==> config.mk <==
export PLATFORM = sky130hd
export DESIGN_NAME = paddle_line_decoder
export DESIGN_NICKNAME = d
export VERILOG_FILES = /design/src/rtl/paddle_line_decoder.sv
export SDC_FILE = /design/constraint.sdc
export NUM_CORES = 1
export LEC_CHECK = 0
export CAP_MARGIN = 20
export CORE_MARGIN = 2
export CORE_UTILIZATION = 45
export CTS_BUF_LIST = sky130_fd_sc_hd__clkbuf_4
export DETAILED_ROUTE_END_ITERATION = 10
export HOLD_SLACK_MARGIN = 0.08
export PLACE_DENSITY = 0.68
export SETUP_SLACK_MARGIN = 0.4
export SLEW_MARGIN = 20
export SYNTH_ARGS = -nofsm -noshare
export SYNTH_HDL_FRONTEND = slang
export SYNTH_SLANG_ARGS = --single-unit
==> constraint.sdc <==
create_clock -name clk -period 4.25 [get_ports clk]
set_input_delay 0.85 -clock clk [delete_from_list [all_inputs] [get_ports clk]]
set_output_delay 0.85 -clock clk [all_outputs]
set_load 0.005 [all_outputs]
==> src/rtl/paddle_line_decoder.sv <==
// rtl/paddle_line_decoder.sv - scanline-counting paddle position decoder
// Optional macro PADDLE_SMOOTH_EN adds a two-sample averaging output stage.
module paddle_line_decoder #(
    parameter int CNT_W     = 9,
    parameter int MAX_LINES = 256
) (
    input  logic             clk,
    input  logic             reset,
    input  logic             hs,
    input  logic             vs,
    input  logic             pin_in,
    output logic [CNT_W-1:0] pos,
    output logic             pos_valid,
    output logic             timeout,
    output logic             discharge
);

    typedef enum logic [1:0] {IDLE, MEASURE, HOLD} state_t;

    localparam logic [CNT_W-1:0] MAX_CNT  = CNT_W'(MAX_LINES);
    localparam logic [CNT_W-1:0] LAST_CNT = CNT_W'(MAX_LINES - 1);

    state_t           state_q, state_d;
    logic [CNT_W-1:0] cnt_q, cnt_d;
    logic             pin_meta_q, pin_s_q;
    logic             hs_q, vs_q, hs_rise_q, vs_rise_q;
    logic             lat_en;
    logic [CNT_W-1:0] lat_raw;
    logic             lat_to;
    logic [CNT_W-1:0] pos_q;
    logic             pos_valid_q, timeout_q;

    always_ff @(posedge clk) begin
        if (reset) begin
            pin_meta_q <= 1'b0;
            pin_s_q    <= 1'b0;
            hs_q       <= 1'b0;
            vs_q       <= 1'b0;
            hs_rise_q  <= 1'b0;
            vs_rise_q  <= 1'b0;
            state_q    <= IDLE;
            cnt_q      <= '0;
        end else begin
            pin_meta_q <= pin_in;
            pin_s_q    <= pin_meta_q;
            hs_q       <= hs;
            vs_q       <= vs;
            hs_rise_q  <= hs & ~hs_q;
            vs_rise_q  <= vs & ~vs_q;
            state_q    <= state_d;
            cnt_q      <= cnt_d;
        end
    end

    // A frame edge always wins over a line edge arriving in the same cycle.
    always_comb begin
        state_d = state_q;
        cnt_d   = cnt_q;
        lat_en  = 1'b0;
        lat_raw = cnt_q;
        lat_to  = 1'b0;
        case (state_q)
            IDLE, HOLD: begin
                if (vs_rise_q) begin
                    cnt_d   = '0;
                    state_d = MEASURE;
                end
            end
            MEASURE: begin
                if (vs_rise_q) begin
                    lat_en = 1'b1;
                    lat_to = 1'b1;
                    cnt_d  = '0;
                end else if (hs_rise_q) begin
                    if (pin_s_q) begin
                        lat_en  = 1'b1;
                        state_d = HOLD;
                    end else if (cnt_q == LAST_CNT) begin
                        lat_en  = 1'b1;
                        lat_raw = MAX_CNT;
                        lat_to  = 1'b1;
                        state_d = HOLD;
                    end else begin
                        cnt_d = cnt_q + 1'b1;
                    end
                end
            end
            default: state_d = IDLE;
        endcase
    end

`ifdef PADDLE_SMOOTH_EN
    logic [CNT_W-1:0] raw_q, prev_raw_q;
    logic             raw_to_q, raw_vld_q, seeded_q;
    logic [CNT_W:0]   avg_sum;

    assign avg_sum = {1'b0, raw_q} + {1'b0, prev_raw_q} + 1'b1;

    always_ff @(posedge clk) begin
        if (reset) begin
            raw_q       <= '0;
            raw_to_q    <= 1'b0;
            raw_vld_q   <= 1'b0;
            prev_raw_q  <= '0;
            seeded_q    <= 1'b0;
            pos_q       <= '0;
            timeout_q   <= 1'b0;
            pos_valid_q <= 1'b0;
        end else begin
            raw_vld_q   <= lat_en;
            pos_valid_q <= raw_vld_q;
            if (lat_en) begin
                raw_q    <= lat_raw;
                raw_to_q <= lat_to;
            end
            if (raw_vld_q) begin
                pos_q      <= seeded_q ? avg_sum[CNT_W:1] : raw_q;
                timeout_q  <= raw_to_q;
                prev_raw_q <= raw_q;
                seeded_q   <= 1'b1;
            end
        end
    end
`else
    always_ff @(posedge clk) begin
        if (reset) begin
            pos_q       <= '0;
            timeout_q   <= 1'b0;
            pos_valid_q <= 1'b0;
        end else begin
            pos_valid_q <= lat_en;
            if (lat_en) begin
                pos_q     <= lat_raw;
                timeout_q <= lat_to;
            end
        end
    end
`endif

    assign pos       = pos_q;
    assign pos_valid = pos_valid_q;
    assign timeout   = timeout_q;
    assign discharge = vs_q;

endmodule

==> impl_metrics.toml, run 1 <==
[global_routing]
grt_pass1_wl_microns = 3310
track_usage_pct = 15.6
antenna_found_initial = 0
grt_max_degree = 21
grt_pass1_vias = 741
overflow = 0

[setup_path]
worst_setup_path_start_kind = "register"
worst_r2r_endpoint = "pos[8]$_SDFFE_PP0P_"
r2r_cells = 9
crit_type = "reg -> reg"
crit_required_ps = 4500
r2r_setup_slack_ps = 2000
r2r-start = "cnt_q[0]$_SDFFE_PP0P_"
cp_data_arrival_time_ps = 2510
cp_max_fo = 12
endpoint_kind = "register"

[clock_network]
clk_pin_slew_ps = 150
cts_tree = "yes"
hold_buffers = 0
post_cts_resized = 0
root_buffer = "clkbuf_4"
cts_buffers = 3
max-clock-path-buffers = 2
worstSkewPairLatency_ps = 320
cts_setup_buffers = 0
htreeDepth = 1
cts.sinks = 28

[yosys]
synth_enable_flop_cells = 0
ys_ff_latch = 28
syn-num-nets = 126
yosysTopAreaCell = "dfxtp_1"
ys_seq_area_share_pct = 49.7
synth.top_cell.area_share_pct = 49.7
synth.area.top_cells = "dfxtp_1 (50%), a22oi_1 (6.7%), nor2_1 (6.3%)"
synth_area_sq_mm = 0.00113
yosysWarnings = 0
async_flop_share_pct = 0
ys_types = 33
synth_common_cells = "dfxtp_1 (28), nor2_1 (19), a22oi_1 (10)"
synth_cells = 118
ys.flop_type = "dfxtp_1"
avgSynthCellArea_sq_um = 9.56
synth.most_common_cell = "dfxtp_1"

[final_layout]
syn_to_final_growth_pct = 16.9
drive_above_1_share_pct = 5.22
finalNonFillerCells = 164
n_antenna_cell = 0
fill_cells = 233
final_util_pct = 54.2
final_nets = 143

[sta]
skew_ps = 3.29
worst_slew_pin_slew_ps = 692
slew_violations = 0
timing_hold_violations_final = 0
setup_viol_count_final = 0
max_freq_mhz = 444
relSlewSlack_pct = 53.7
finalSetupTns_ps = 0
grt_setup_unrepaired = "no"
finalCritPeriodShare_pct = 53.0
post-route-min-period_ps = 2250
holdWs_ps = 392

[min_path]
hold_path_depth = 1
min_from = "hs_q$_SDFF_PP0_"
hold_path.class = "reg -> reg"
whs_endpoint = "hs_rise_q$_SDFF_PP0_"

[pwr]
power.density_mw_per_mm2 = 308
ir_drop_uv = 187
leakage_nw = 0.458

[die]
fp.dieW_microns = 54.1
io_pins = 17
rows = 18
core_area_sq_mm = 0.00243
initial_core_util_pct = 46.4
die_area_sq_mm = 0.00292
die_h_microns = 54.1

[placed_design]
portBuffers = 16
hpwlAfterDp_microns = 1420
post-place-cells = 160
gp_congestion = 0.750

[drt]
viasPerCell = 5.20
dr.pass1.iters = 4
ant_nets = 0
wire_per_inst_microns = 12.2
dr_total_vias = 852
wirelength_microns = 2000
first_iter_violations = 10
drc_errors = 0

[status]
status = "finished clean"

[flow_run]
maxCapViolations = 0
-- routing by layer --
metal	wire, microns	up-vias	GRT usage [%]
met5	0	-	0
met4	10	0	6.25
met3	89	2	2.50
met2	864	21	24.0
met1	1030	383	21.6
li1	-	446	-
-- report_power, final --
part	switching (mW)	internal, mW
clock	0.0762	0.0344
combinational	0.0113	0.0109
sequential	0.00565	0.268
total	0.0931	0.313
-- worst max path at each step --
stage / startpoint / endpoint / slack, ps
floorplan: cnt_q[0]$_SDFFE_PP0P_ / pos[6]$_SDFFE_PP0P_ / 2300
global placement: reset / cnt_q[3]$_SDFFE_PP0P_ / 1990
detailed placement: reset / cnt_q[7]$_SDFFE_PP0P_ / 1970
CTS: cnt_q[0]$_SDFFE_PP0P_ / pos[8]$_SDFFE_PP0P_ / 2000
global route: cnt_q[0]$_SDFFE_PP0P_ / pos[8]$_SDFFE_PP0P_ / 1820
finish: cnt_q[0]$_SDFFE_PP0P_ / pos[8]$_SDFFE_PP0P_ / 2000
-- critical path, stage by stage, from the launching register on --
cell	delay [ps]
dfxtp_1	420
ha_1	250
nand3_1	80
or2_2	300
inv_1	60
ha_1	180
o21ai_0	160
a21o_1	340
a211o_1	270
a21oi_1	130
-- kinds of logic after synthesis --
family	share of synthesized area, %
adder cells (fa/ha/maj)	3.33
buffers and inverters	4.66
AND/OR/NAND/NOR	20.1
flip-flops	49.7
AO/OA/AOI/OAI	19.2
XOR/XNOR	3.10
-- area by class of cell --
type | count | area (sq um) | area share (%)
Timing Repair Buffer | 16 | 160 | 12.1
Sequential cell | 28 | 561 | 42.5
Inverter | 5 | 18.8 | 1.42
Clock buffer | 3 | 22.5 | 1.71
Clock inverter | 1 | 3.75 | 0.285
Multi-Input combinational cell | 81 | 515 | 39.1
Tap cell | 30 | 37.5 | 2.85
-- metrics by stage --
step                      worst slack, ps  area, sq um  total power [mW]
final                                2000         1320             0.406
after global routing                 1820         1320             0.423
after CTS                            2000         1320             0.410
after detailed placement             1970         1290             0.301
after global placement               1990         1290             0.301
after floorplan                      2300         1130             0.294
-- cells in the final DEF, fill, tap and decap left out --
cell type / instances
or2_2: 1
a221oi_1: 1
dfxtp_1: 28
or4_1: 1
nor2b_1: 6
clkbuf_4: 3
o21ai_4: 1
o211ai_1: 2
a21o_1: 2
o21ai_0: 3
nor3_1: 1
and3_1: 2
ha_1: 3
a22oi_1: 10
o211ai_2: 1
nand3_1: 2
clkdlybuf4s50_1: 16
nand2_1: 4
inv_1: 5
nor3b_1: 1
or3_1: 2
xor2_1: 4
nand2b_1: 2
nor4_1: 1
and4bb_4: 1
nand4_1: 1
a211oi_1: 1
nor2_1: 19
a21oi_1: 7
o31ai_1: 1
clkinv_1: 1
a211o_1: 1
(Power assumes the default switching activity.)
==> run 2: changes to the inputs <==
==> constraint.sdc (replaced) <==
create_clock -name clk -period 2.1 [get_ports clk]
set_input_delay 0.42 -clock clk [delete_from_list [all_inputs] [get_ports clk]]
set_output_delay 0.42 -clock clk [all_outputs]
set_load 0.005 [all_outputs]
==> impl_metrics.toml, run 2 (synthesized netlist as in run 1, its figures left out) <==
[final_layout]
n_antenna_cell = 0
final_nets = 155
drive_above_1_share_pct = 28.8
finalNonFillerCells = 176
final_cell_mix = "dfxtp_1 (23), nor2_1 (19), clkdlybuf4s50_1 (16)"
fill_cells = 204
syn_to_final_growth_pct = 37.0
layout_commonest_cell = "dfxtp_1"

[die]
initial_core_util_pct = 46.4
fp.dieW_microns = 54.1
core_area_sq_mm = 0.00243
rows = 18
die_h_microns = 54.1
die_area_sq_mm = 0.00292
io_pins = 17

[pwr]
power.density_mw_per_mm2 = 543
power_switching_mw = 0.199
pwr-share-clk_pct = 26.9
switching_share_pct = 23.7
ir_drop_uv = 365
pwr-share-seq_pct = 65.8
p_comb_share_pct = 7.3
leakage_nw = 0.521
internal_power_mw = 0.640

[sta]
grt_setup_unrepaired = "yes"
skew_ps = 5.49
setup_viol_count_final = 0
worst_slew_pin_slew_ps = 776
timing_hold_violations_final = 0
slew_violations = 0
max_freq_mhz = 515
post-route-min-period_ps = 1940
relSlewSlack_pct = 48.1
finalCritPeriodShare_pct = 92.4
finalSetupTns_ps = 0

[clock_network]
clk_pin_slew_ps = 140
hold_buffers = 0
max-clock-path-buffers = 2
cts_buffers = 3
root_buffer = "clkbuf_4"
cts_tree = "yes"
htreeDepth = 1
worstSkewPairLatency_ps = 330
cts.sinks = 28

[drt]
ant_nets = 0
drc_errors = 0
first_iter_violations = 23
dr_total_vias = 955
wire_per_inst_microns = 14.7
dr.pass1.iters = 4
wirelength_microns = 2600
viasPerCell = 5.43

[global_routing]
antenna_found_initial = 0
grt_pass1_wl_microns = 4070
overflow = 0
track_usage_pct = 20.0
grt_pass1_vias = 923
grt_max_degree = 16

[setup_path]
startpoint = "cnt_q[1]$_SDFFE_PP0P_"
r2r-start = "cnt_q[1]$_SDFFE_PP0P_"
cp_max_fo = 4
r2r_setup_slack_ps = 160
endpoint_kind = "register"
cp_cell_sequence = "ha_4 -> nand3_2 -> or2_4 -> inv_2 -> ha_4 -> and4bb_4 -> o21ai_4 -> or4_1 -> a21oi_1"
cp_data_arrival_time_ps = 2210
crit_type = "reg -> reg"
crit_required_ps = 2370
worst_r2r_endpoint = "cnt_q[6]$_SDFFE_PP0P_"
worst_setup_path_start_kind = "register"
crit_path_frequent_cell = "ha_4"
r2r_cells = 9
critPathSlowestCell = "or4_1"
cpPeakStageDelay_ps = 400
worstSetupEndpoint = "cnt_q[6]$_SDFFE_PP0P_"

[placed_design]
hpwlAfterDp_microns = 1570
portBuffers = 16
post-place-cells = 163
gp_congestion = 0.772

[status]
status = "finished clean"

[min_path]
hold_path.class = "reg -> reg"

[flow_run]
maxCapViolations = 0
-- run 2: cell types whose count changed in the layout (fill, tap and decap cells not counted), sizes merged --
cell	before	now
a21o	2	3
buf	0	11
-- run 2: final cells by class --
type	count	area, sq um	area share [%]
Tap cell	30	37.5	2.43
Clock buffer	3	22.5	1.46
Timing Repair Buffer	27	243	15.7
Sequential cell	28	572	37.0
Inverter	5	18.8	1.21
Multi-Input combinational cell	82	649	42.0
Clock inverter	1	3.75	0.243
-- run 2: through the flow --
stage	total power [mW]	instance area [sq um]	utilization, %	hold WS (ps)	worst slack, ps
after floorplan	0.597	1180	-	367	263
after global placement	0.612	1360	55.9	372	217
after detailed placement	0.614	1360	55.9	384	164
after CTS	0.841	1500	61.5	404	195
after global routing	0.871	1550	63.6	425	84.4
final	0.839	1550	63.6	403	160
-- run 2: critical path: cells and delay by family, from the launching register on --
kind,cells,cell delay (ps)
flip-flops,1,380
AND/OR/NAND/NOR,4,940
adder cells (fa/ha/maj),2,310
buffers and inverters,1,40
AO/OA/AOI/OAI,2,200
-- run 2: power by group through the flow --
stage,Sequential [mW],Clock (mW),Combinational [mW]
global placement,0.565,0,0.0476
CTS,0.552,0.232,0.0566
floorplan,0.561,0,0.0358
global route,0.554,0.249,0.0683
detailed placement,0.566,0,0.0480
finish,0.552,0.225,0.0615
-- run 2: repair_timing --
item / CTS / global route
endpoints found under the setup margin: 19 / 21
gates resized for setup: 15 / 6
pin swaps: 12 / 10
buffers inserted: 5 / 3
hold endpoints to repair: 0 / 0
gates cloned: 1 / 0
-- run 2: how the worst min path moves through the flow --
| stage | cells past startpoint | start | end | slack (ps) |
|---|---|---|---|---|
| final | 1 | hs_q$_SDFF_PP0_ | hs_rise_q$_SDFF_PP0_ | 400 |
| after global routing | 1 | hs_q$_SDFF_PP0_ | hs_rise_q$_SDFF_PP0_ | 430 |
| after CTS | 1 | hs_q$_SDFF_PP0_ | hs_rise_q$_SDFF_PP0_ | 400 |
| after detailed placement | 1 | hs_q$_SDFF_PP0_ | hs_rise_q$_SDFF_PP0_ | 380 |
| after global placement | 1 | hs_q$_SDFF_PP0_ | hs_rise_q$_SDFF_PP0_ | 370 |
| after floorplan | 1 | hs_q$_SDFF_PP0_ | hs_rise_q$_SDFF_PP0_ | 370 |
-- run 2: per-layer routing --
metal / vias up / share of wire, % / GRT usage [%]
met5: - / 0 / 0
met3: 7 / 4.0 / 4.17
met2: 26 / 47 / 29.7
li1: 475 / - / -
met1: 447 / 46 / 25.8
met4: 0 / 2.8 / 13.3
==> run 3: changes to the inputs <==
--- a/config.mk
+++ b/config.mk
@@ -13,7 +13,6 @@
 export HOLD_SLACK_MARGIN = 0.08
 export PLACE_DENSITY = 0.68
 export SETUP_SLACK_MARGIN = 0.4
-export SLEW_MARGIN = 20
 export SYNTH_ARGS = -nofsm -noshare
 export SYNTH_HDL_FRONTEND = slang
 export SYNTH_SLANG_ARGS = --single-unit
==> results of run 3 <==
No change in the layout: final DEF, timing and power equal those of run 2.
